===== src/rtl/sha.sv =====
// Shared types, round counts and round constants for the SHA-1 / SHA-256 round engine.
package sha;

  typedef enum logic {
    MODE_SHA1   = 1'b0,
    MODE_SHA256 = 1'b1
  } mode_t;

  typedef logic [255:0] mainloop_word_t;

  localparam logic [6:0] ROUNDS_SHA1   = 7'd80;
  localparam logic [6:0] ROUNDS_SHA256 = 7'd64;

  localparam logic [31:0] K1_0 = 32'h5a827999;
  localparam logic [31:0] K1_1 = 32'h6ed9eba1;
  localparam logic [31:0] K1_2 = 32'h8f1bbcdc;
  localparam logic [31:0] K1_3 = 32'hca62c1d6;

  localparam logic [31:0] K256 [64] = '{
    32'h428a2f98, 32'h71374491, 32'hb5c0fbcf, 32'he9b5dba5, 32'h3956c25b, 32'h59f111f1, 32'h923f82a4, 32'hab1c5ed5,
    32'hd807aa98, 32'h12835b01, 32'h243185be, 32'h550c7dc3, 32'h72be5d74, 32'h80deb1fe, 32'h9bdc06a7, 32'hc19bf174,
    32'he49b69c1, 32'hefbe4786, 32'h0fc19dc6, 32'h240ca1cc, 32'h2de92c6f, 32'h4a7484aa, 32'h5cb0a9dc, 32'h76f988da,
    32'h983e5152, 32'ha831c66d, 32'hb00327c8, 32'hbf597fc7, 32'hc6e00bf3, 32'hd5a79147, 32'h06ca6351, 32'h14292967,
    32'h27b70a85, 32'h2e1b2138, 32'h4d2c6dfc, 32'h53380d13, 32'h650a7354, 32'h766a0abb, 32'h81c2c92e, 32'h92722c85,
    32'ha2bfe8a1, 32'ha81a664b, 32'hc24b8b70, 32'hc76c51a3, 32'hd192e819, 32'hd6990624, 32'hf40e3585, 32'h106aa070,
    32'h19a4c116, 32'h1e376c08, 32'h2748774c, 32'h34b0bcb5, 32'h391c0cb3, 32'h4ed8aa4a, 32'h5b9cca4f, 32'h682e6ff3,
    32'h748f82ee, 32'h78a5636f, 32'h84c87814, 32'h8cc70208, 32'h90befffa, 32'ha4506ceb, 32'hbef9a3f7, 32'hc67178f2
  };

  function automatic logic [31:0] rotr(input logic [31:0] x, input int unsigned n);
    return (x >> n) | (x << (32 - n));
  endfunction

  function automatic logic [31:0] rotl(input logic [31:0] x, input int unsigned n);
    return (x << n) | (x >> (32 - n));
  endfunction

  function automatic logic [31:0] f_ch(input logic [31:0] x, input logic [31:0] y, input logic [31:0] z);
    return (x & y) | (~x & z);
  endfunction

  function automatic logic [31:0] f_maj(input logic [31:0] x, input logic [31:0] y, input logic [31:0] z);
    return (x & y) | (x & z) | (y & z);
  endfunction

  function automatic logic [31:0] f_parity(input logic [31:0] x, input logic [31:0] y, input logic [31:0] z);
    return x ^ y ^ z;
  endfunction

endpackage


===== src/rtl/sha_round.sv =====
// One SHA-1 or SHA-256 compression round, purely combinational.
// SHA-1 drives state words f..h to zero so they never leak into the result.
module sha_round
  import sha::*;
(
  input  mode_t          i_mode,
  input  logic [6:0]     i_round,
  input  logic [31:0]    i_w,
  input  mainloop_word_t i_state,
  output mainloop_word_t o_state
);

  logic [31:0] w_a, w_b, w_c, w_d, w_e, w_f, w_g, w_h;
  logic [31:0] w_f1, w_k1, w_t1_sha1;
  logic [31:0] w_t1, w_t2;

  assign {w_a, w_b, w_c, w_d, w_e, w_f, w_g, w_h} = i_state;

  always_comb begin
    w_f1 = f_parity(w_b, w_c, w_d);
    w_k1 = K1_3;
    if (i_round < 7'd20) begin
      w_f1 = f_ch(w_b, w_c, w_d);
      w_k1 = K1_0;
    end else if (i_round < 7'd40) begin
      w_k1 = K1_1;
    end else if (i_round < 7'd60) begin
      w_f1 = f_maj(w_b, w_c, w_d);
      w_k1 = K1_2;
    end
  end

  assign w_t1_sha1 = rotl(w_a, 5) + w_f1 + w_e + w_k1 + i_w;

  assign w_t1 = w_h + (rotr(w_e, 6) ^ rotr(w_e, 11) ^ rotr(w_e, 25))
              + f_ch(w_e, w_f, w_g) + K256[i_round[5:0]] + i_w;
  assign w_t2 = (rotr(w_a, 2) ^ rotr(w_a, 13) ^ rotr(w_a, 22)) + f_maj(w_a, w_b, w_c);

  assign o_state = (i_mode == MODE_SHA1)
                 ? {w_t1_sha1, w_a, rotl(w_b, 30), w_c, w_d, 96'd0}
                 : {w_t1 + w_t2, w_a, w_b, w_c, w_d + w_t1, w_e, w_f, w_g};

endmodule


===== src/rtl/sha_round_engine.sv =====
// SHA-1/SHA-256 round engine: UNROLL chained rounds per accepted W beat, done one cycle after the last beat.
// Stalls hold all state; SHA_ROUND_FEEDFWD_EN adds iv into ripe to form the chaining value.
module sha_round_engine
  import sha::*;
#(
  parameter int UNROLL = 1
) (
  input  logic                 clk,
  input  logic                 rstn,
  input  logic                 start,
  input  mode_t                mode,
  input  mainloop_word_t       iv,
  input  logic                 w_valid,
  output logic                 w_ready,
  input  logic [UNROLL*32-1:0] w_data,
  output logic                 busy,
  output logic                 done,
  output mainloop_word_t       ripe,
  output logic [6:0]           round
);

  if (!(UNROLL == 1 || UNROLL == 2 || UNROLL == 4 || UNROLL == 8)) begin : g_bad_unroll
    $error("sha_round_engine: UNROLL must be 1, 2, 4 or 8");
  end

  localparam logic [1:0] S_IDLE = 2'd0;
  localparam logic [1:0] S_RUN  = 2'd1;
  localparam logic [1:0] S_DONE = 2'd2;

  logic [1:0]     r_state;
  mode_t          r_mode;
  logic [6:0]     r_round;
  mainloop_word_t r_work;
  mainloop_word_t r_ripe;

  logic           w_xfer;
  logic [6:0]     w_round_nxt;
  logic [6:0]     w_last;
  mainloop_word_t w_ripe_nxt;
  mainloop_word_t w_chain [UNROLL+1];

  assign w_ready     = (r_state == S_RUN);
  assign busy        = (r_state == S_RUN);
  assign done        = (r_state == S_DONE);
  assign ripe        = r_ripe;
  assign round       = r_round;
  assign w_xfer      = w_valid && w_ready;
  assign w_round_nxt = r_round + 7'(UNROLL);
  assign w_last      = (r_mode == MODE_SHA1) ? ROUNDS_SHA1 : ROUNDS_SHA256;

  assign w_chain[0] = r_work;
  for (genvar gi = 0; gi < UNROLL; gi++) begin : g_round
    sha_round u_round (
      .i_mode (r_mode),
      .i_round(r_round + 7'(gi)),
      .i_w    (w_data[32*gi +: 32]),
      .i_state(w_chain[gi]),
      .o_state(w_chain[gi+1])
    );
  end

`ifdef SHA_ROUND_FEEDFWD_EN
  mainloop_word_t r_iv;

  always_ff @(posedge clk or negedge rstn) begin
    if (!rstn) begin
      r_iv <= '0;
    end else if (start && (r_state != S_RUN)) begin
      r_iv <= iv;
    end
  end

  always_comb begin
    w_ripe_nxt = '0;
    for (int j = 0; j < 8; j++) begin
      w_ripe_nxt[32*j +: 32] = r_iv[32*j +: 32] + w_chain[UNROLL][32*j +: 32];
    end
    if (r_mode == MODE_SHA1) begin
      w_ripe_nxt[95:0] = '0;
    end
  end
`else
  always_comb begin
    w_ripe_nxt = w_chain[UNROLL];
    if (r_mode == MODE_SHA1) begin
      w_ripe_nxt[95:0] = '0;
    end
  end
`endif

  // ripe is captured on the final transfer so it is valid for the whole DONE cycle
  always_ff @(posedge clk or negedge rstn) begin
    if (!rstn) begin
      r_state <= S_IDLE;
      r_mode  <= MODE_SHA1;
      r_round <= '0;
      r_work  <= '0;
      r_ripe  <= '0;
    end else begin
      case (r_state)
        S_IDLE, S_DONE: begin
          if (start) begin
            r_state <= S_RUN;
            r_mode  <= mode;
            r_round <= '0;
            r_work  <= iv;
          end else begin
            r_state <= S_IDLE;
          end
        end
        S_RUN: begin
          if (w_xfer) begin
            r_work  <= w_chain[UNROLL];
            r_round <= w_round_nxt;
            if (w_round_nxt == w_last) begin
              r_state <= S_DONE;
              r_ripe  <= w_ripe_nxt;
            end
          end
        end
        default: r_state <= S_IDLE;
      endcase
    end
  end

endmodule


===== config.mk =====
export PLATFORM = sky130hd
export DESIGN_NAME = sha_round_engine
export DESIGN_NICKNAME = d
export VERILOG_FILES = /design/src/rtl/sha.sv /design/src/rtl/sha_round.sv /design/src/rtl/sha_round_engine.sv
export SDC_FILE = /design/constraint.sdc
export NUM_CORES = 2
export LEC_CHECK = 0
export BUFFER_PORTS_ARGS = -buffer_cell sky130_fd_sc_hd__buf_2
export CAP_MARGIN = 20
export CELL_PAD_IN_SITES_DETAIL_PLACEMENT = 2
export CELL_PAD_IN_SITES_GLOBAL_PLACEMENT = 2
export CORE_MARGIN = 3
export CORE_UTILIZATION = 35
export DETAILED_ROUTE_END_ITERATION = 8
export PLACE_DENSITY = 0.88
export RECOVER_POWER = 100
export SETUP_SLACK_MARGIN = 0.1
export SYNTH_ARGS = -nofsm -noshare
export SYNTH_HDL_FRONTEND = slang
export SYNTH_SLANG_ARGS = --single-unit

===== constraint.sdc =====
create_clock -name clk -period 11.5 [get_ports clk]
set_input_delay 2.3 -clock clk [delete_from_list [all_inputs] [get_ports clk]]
set_output_delay 2.3 -clock clk [all_outputs]
set_load 0.01 [all_outputs]

# ---- After elaboration in Yosys (flattened, before gate mapping)
# Memories as Yosys holds them, arrays and structs flattened.
# Cells that the tools add are included.
dict set report word_totals {
  regBits 522
  mem_count 1
  rom_bits 2048
  wordCells 88
}
# name depth width read_ports rd_clocked_by_memory_dff write_ports line_no
set memory_table {}
lappend memory_table {{(name not given)} 64 32 1 0 0 sha_round.sv:36} ;# + f_ch(w_e, w_f, w_g) + K256[i_round[5:0]] + i_w;
dict set report op_classes {
  n_addsub 12
  n_mux 21
  bitwise 31
  order_cmp 4
  n_reduce_logical 8
  n_eq_ne 6
}
# op n
set op_table {}
lappend op_table {{$mux W256} 3}
lappend op_table {{$pmux W256 S2} 1}
lappend op_table {{$add A32 B32 Y32} 11}
lappend op_table {{$and A32 B32 Y32} 8}
lappend op_table {{$mux W32} 7}
lappend op_table {{$or A32 B32 Y32} 6}
lappend op_table {{$xor A32 B32 Y32} 6}
lappend op_table {{$mux W96} 1}
lappend op_table {{$not A32 Y32} 2}
lappend op_table {{$or A10 B32 Y32} 1}
lappend op_table {{$or A19 B32 Y32} 1}
lappend op_table {{$or A21 B32 Y32} 1}
lappend op_table {{$or A26 B32 Y32} 1}
lappend op_table {{$or A30 B32 Y32} 1}
lappend op_table {{$or A32 B30 Y32} 1}
lappend op_table {{$or A32 B5 Y32} 1}
lappend op_table {{$or A7 B32 Y32} 1}
lappend op_table {{$mux W31} 1}
lappend op_table {{$lt A7 B6 Y1 const B} 2}
lappend op_table {{$mux W7} 2}
lappend op_table {{$pmux W7 S2} 1}
lappend op_table {{$add A7 B1 Y7 const B} 1}
lappend op_table {{$eq A7 B7 Y1} 1}
lappend op_table {{$ge A7 B7 Y1 const B} 1}
lappend op_table {{other kinds (16)} 20}

# ---- Logic depth before layout (Yosys ltp)
dict set report logic_depth {
  ltp_word 13
  depth_mapped 40
  depth_no_buf 37
}

# ---- Hierarchy
# From an unflattened synthesis, not the netlist that was laid out.
dict set report hier_totals {
  hier_cells 4751
  hier_area_um2 42726.0
}
# module seq_area_each_um2 n_inst cells_per_inst area_per_inst_um2
set by_module_without_submodules {}
lappend by_module_without_submodules {sha_round_engine 13062.5 1 2199 22716.8}
lappend by_module_without_submodules {sha_round 0.0 1 2552 20009.2}

# ---- Least setup slack after synthesis
# OpenSTA, ideal clock, no wires.
dict set report synth_timing {
  kind {input-to-reg}
  start {in w_data[2]}
  end {reg r_work[252]}
  stages 29
  setup_time_ps 126
  setup_slack_ps 2725
  path_buffers 0
  t_required_ps 11374
  arrival_ps 8649
  path_cell_list {inv_1 -> fa_1 -> inv_1 -> fa_1 -> fa_1 -> ha_1 -> a21o_1 -> a21oi_1 -> o21bai_1 -> a41oi_1 -> o21ai_0 -> a21o_1 -> a21oi_1 -> o21bai_1 -> a21oi_1 -> xnor2_1 -> fa_1 -> ha_1 -> nand2_1 -> o32a_1 -> o2111a_2 -> nor2_2 -> a221o_2 -> a221o_1 -> a311o_1 -> a21oi_2 -> xnor2_1 -> a211oi_1 -> o21ai_1}
}
dict set report synth_between {
  elab_chain_len 5
  elab_cells_between_ends 6
  classes_between {add/sub (3); mux (3)}
}
# element line_no
set synth_rtl {}
lappend synth_rtl {{from (decl)} sha_round_engine.sv:15} ;# input logic [UNROLL*32-1:0] w_data,
lappend synth_rtl {{$add A32 B32 Y32} sha_round.sv:36}
lappend synth_rtl {{$add A32 B32 Y32} sha_round.sv:41} ;# : {w_t1 + w_t2, w_a, w_b, w_c, w_d + w_t1, w_e, w_f, w_g};
lappend synth_rtl {{$mux W256 *} sha_round.sv:40} ;# ? {w_t1_sha1, w_a, rotl(w_b, 30), w_c, w_d, 96'd0}
lappend synth_rtl {{$mux W256 *} sha_round_engine.sv:112} ;# if (w_xfer) begin
lappend synth_rtl {{$pmux W256 S2 *} sha_round_engine.sv:100} ;# case (r_state)
lappend synth_rtl {{to (signal assigned)} sha_round_engine.sv:106} ;# r_work <= iv;
lappend synth_rtl {{to (signal assigned)} sha_round_engine.sv:113} ;# r_work <= w_chain[UNROLL];
lappend synth_rtl {{to (decl)} sha_round_engine.sv:33} ;# mainloop_word_t r_work;
# Mark *: on every way between the ends. The rest lies on a longest branch, timed or not. The select of a mux whose other input is x is not followed.
# A chain may end at the register's enable or synchronous reset.

# ---- Final worst setup path
dict set report layout_timing {
  start {reg r_round[2] (netlist: round[2])}
  end {reg r_ripe[252] (netlist: ripe[252])}
}
dict set report layout_between {
  elab_chain_len 9
  elab_cells_between_ends 24
  classes_between {add/sub (8); order compare (3); eq/ne (1); mux (9); bitwise (1); reduce/logical (1); memory (1)}
}
# element line_no
set layout_rtl {}
lappend layout_rtl {{from (decl)} sha_round_engine.sv:32} ;# logic [6:0] r_round;
lappend layout_rtl {{from (signal assigned)} sha_round_engine.sv:114} ;# r_round <= w_round_nxt;
lappend layout_rtl {{$lt A7 B6 Y1} sha_round.sv:27} ;# end else if (i_round < 7'd60) begin
lappend layout_rtl {{$mux W32} sha_round.sv:27}
lappend layout_rtl {{$mux W32} sha_round.sv:25} ;# end else if (i_round < 7'd40) begin
lappend layout_rtl {{$mux W32} sha_round.sv:22} ;# if (i_round < 7'd20) begin
lappend layout_rtl {{$add A32 B32 Y32 (4 in a row)} sha_round.sv:33} ;# assign w_t1_sha1 = rotl(w_a, 5) + w_f1 + w_e + w_k1 + i_w;
lappend layout_rtl {{$mux W256} sha_round.sv:40}
lappend layout_rtl {{to (signal assigned)} sha_round_engine.sv:117} ;# r_ripe <= w_ripe_nxt;
lappend layout_rtl {{to (decl)} sha_round_engine.sv:34} ;# mainloop_word_t r_ripe;
# Parallel ways exist; a longest one is shown, timed or not. The select of a mux whose other input is x is not followed.

==> flow_summary_export.csv <==
group,metric,value,unit
layout,layout-drive-gt1-share,0.108,
global_routing,grt_pass1_vias,43500,
timing,fmax,0.0957,GHz
floorplanning,initial_core_util,0.355,
placed_design,dpl.hpwl,162,mm
cts,cts_tree,"yes",
routing,totalWireLength,217,mm
routing,drt-initial-drc-count,3502,
yosys,synth_cells,4764,
global_routing,grt_pass1_wl,311,mm
global_routing,grtUsageTotal,0.360,
setup_path,cp_max_fo,27,
setup_path,cp-end-kind,"flip-flop",
timing,slew_viol_final,1274,
floorplanning,num_rows,123,
cts,clkSlewWorstSetupHoldPaths,0.06,ns
timing,finalClockSkew,0.0351,ns
timing,period_needed,10.45,ns
layout,layout_commonest_cell,"nand2_1",
routing,wl_per_cell,32.1,microns
timing,final-setup-viol-count,0,
status,status,"finished with violations",
setup_path,worst-r2r-setup-slack,1.05,ns
routing,num_vias,39900,
timing,setup_ws,1.05,ns
routing,viasPerCell,5.92,
flow_run,cap_violations,18,
layout,fillers,12800,
min_path,hold_path_class,"reg2reg",
cts,cts_hold_buf,0,
layout,nets,5893,
yosys,synth-main-ff-cell,"dfrtp_1",
yosys,ys_seq_elements,522,
floorplanning,die_h,344,microns
yosys,syn_area,40000,sq um
floorplanning,dieArea,119000,sq um
floorplanning,io_pins,559,
setup_path,arrival,10.78,ns
timing,max_slew.worst_pin.slew,5.94,ns
yosys,ys_types,88,
global_routing,grtUsageMet2,0.562,
floorplanning,die_w,344,microns
timing,hold_viol_final,0,
yosys,ys_async_sr_fraction,1.00,
setup_path,cp_data_required_time,11.83,ns
layout,areaGrowthSynthToFinish,15.7,%
global_routing,grt_start_max_net_pins,162,
floorplanning,core_area,113000,sq um
setup_path,crit_top_cell,"a21oi_1",
placed_design,place_ws,1.79,ns
setup_path,cp_slowest_stage_delay,0.86,ns
layout,instances_no_fill,6739,
cts,post_cts_buffers,0,
global_routing,overflow,0,
layout,regArea,13100,sq um
global_routing,grt.met3_usage,0.0702,
yosys,syn_nets,5485,
timing,rsz0062_at_grt,"false",
routing,firstDrtPassIters,5,
status,violations,"max-capacitance violations, max-slew violations",
routing,drtAntennaViolNets,0,
global_routing,antenna_found_initial,30,
cts,htreeDepth,3,
yosys,synth_seq_area_share,0.326,
layout,final_cell_mix,"904 x nand2_1, 532 x o21ai_0, 519 x dfrtp_1",
timing,fin_crit_sh,0.909,
global_routing,busiest_layer,"met2",
placed_design,place.port_buffers,558,
timing,slew_headroom,-2.96,
cts,ctsLongestPathBuffers,3,
cts,root_buffer,"clkbuf_16",
cts,clock_latency,0.67,ns
yosys,synth-edff-count,0,
global_routing,use_met1,0.465,
routing,drc_errors,0,
setup_path,start_kind,"flip-flop",
timing,timing.hold.ws,0.481,ns
cts,clock_sinks,522,
placed_design,post-place-cells,6602,
cts,numCtsBuffers,68,
placed_design,gp_congestion,1.03,
yosys,yosysWarnings,0,
timing,setup_tns,0,ns
setup_path,path_class,"reg2reg",
setup_path,worst_path_max_delay_cell,"dfrtp_1",
cts,ctsResizeCount,0,
yosys,avgSynthCellArea,8.41,sq um
layout,multiInputGateArea,24500,sq um
[cell usage after synthesis (all sizes together), types with 45 or more instances]
| master | count | area, sq um |
|---|---|---|
| mux2i | 102 | 1020 |
| dfrtp | 522 | 13100 |
| inv | 314 | 1180 |
| a21o | 70 | 528 |
| a21oi | 333 | 1670 |
| a31oi | 87 | 559 |
| nand2b | 45 | 282 |
| ha | 183 | 2290 |
| fa | 245 | 4900 |
| xnor2 | 188 | 1650 |
| nand2 | 904 | 3390 |
| a211oi | 49 | 378 |
| xor2 | 56 | 490 |
| nor2 | 378 | 1420 |
| clkbuf | 296 | 1110 |
| o21ai | 537 | 2690 |
[registers in the layout (all words and copies together) (netlist names)]
name,count
r_mode,1
round,7
r_work,256
ripe,256
r_state,2
[layout make-up]
cell class,count,area share
tap,1500,0.0405
clock inverter,25,0.00896
timing repair buffer,674,0.0714
inverter,316,0.0256
sequential,522,0.282
multi-input combinational,3590,0.529
antenna,15,0.000810
clock buffer,97,0.0421
[critical path: cells and delay by family, from the launching register on]
family / cells / cell delay (ns)
AND/OR/NAND/NOR: 2 / 0.24
AO/OA/AOI/OAI: 20 / 4.54
adder cells (fa/ha/maj): 7 / 3.39
buffers and inverters: 3 / 0.72
flip-flops: 1 / 0.86
XOR/XNOR: 2 / 0.32
[worst paths after layout]
kind,from,endpoint,depth (start not counted)
hold / removal,ripe[63]$_DFFE_PN0P_,ripe[63]$_DFFE_PN0P_,2
min in group asynchronous,rstn,ripe[77]$_DFFE_PN0P_,1
hold reg to reg,ripe[63]$_DFFE_PN0P_,ripe[63]$_DFFE_PN0P_,2
setup reg to reg,round[2]$_DFFE_PN0P_,ripe[252]$_DFFE_PN0P_,34
setup / recovery,round[2]$_DFFE_PN0P_,ripe[252]$_DFFE_PN0P_,34
max in group asynchronous,rstn,r_work[186]$_DFFE_PN0P_,2
[through the flow]
stage          cell area (sq um)   util
4_1_cts                    46800  0.414
5_1_grt                    46300  0.410
3_5_place_dp               44400  0.393
2_1_floorplan              40000      -
3_3_place_gp               44400  0.393
6_report                   46300  0.410
[metal layers]
metal / vias to the layer above / part of all wire
met5: - / 0.00054
met4: 20 / 0.071
met3: 608 / 0.080
met2: 1851 / 0.45
met1: 20600 / 0.40
li1: 16800 / -
[cell families after synthesis]
kind of cell / count (synthesis) / synth area share
buf+inv: 652 / 0.0615
compound gates: 1285 / 0.189
simple gates: 1494 / 0.152
flops: 522 / 0.326
xor+xnor: 245 / 0.0539
fa+ha+maj: 428 / 0.180
mux: 138 / 0.0379
Power is left out: the tool's default activity adds up to more than one toggle a clock period on the data nets, which glitch-free logic cannot reach.
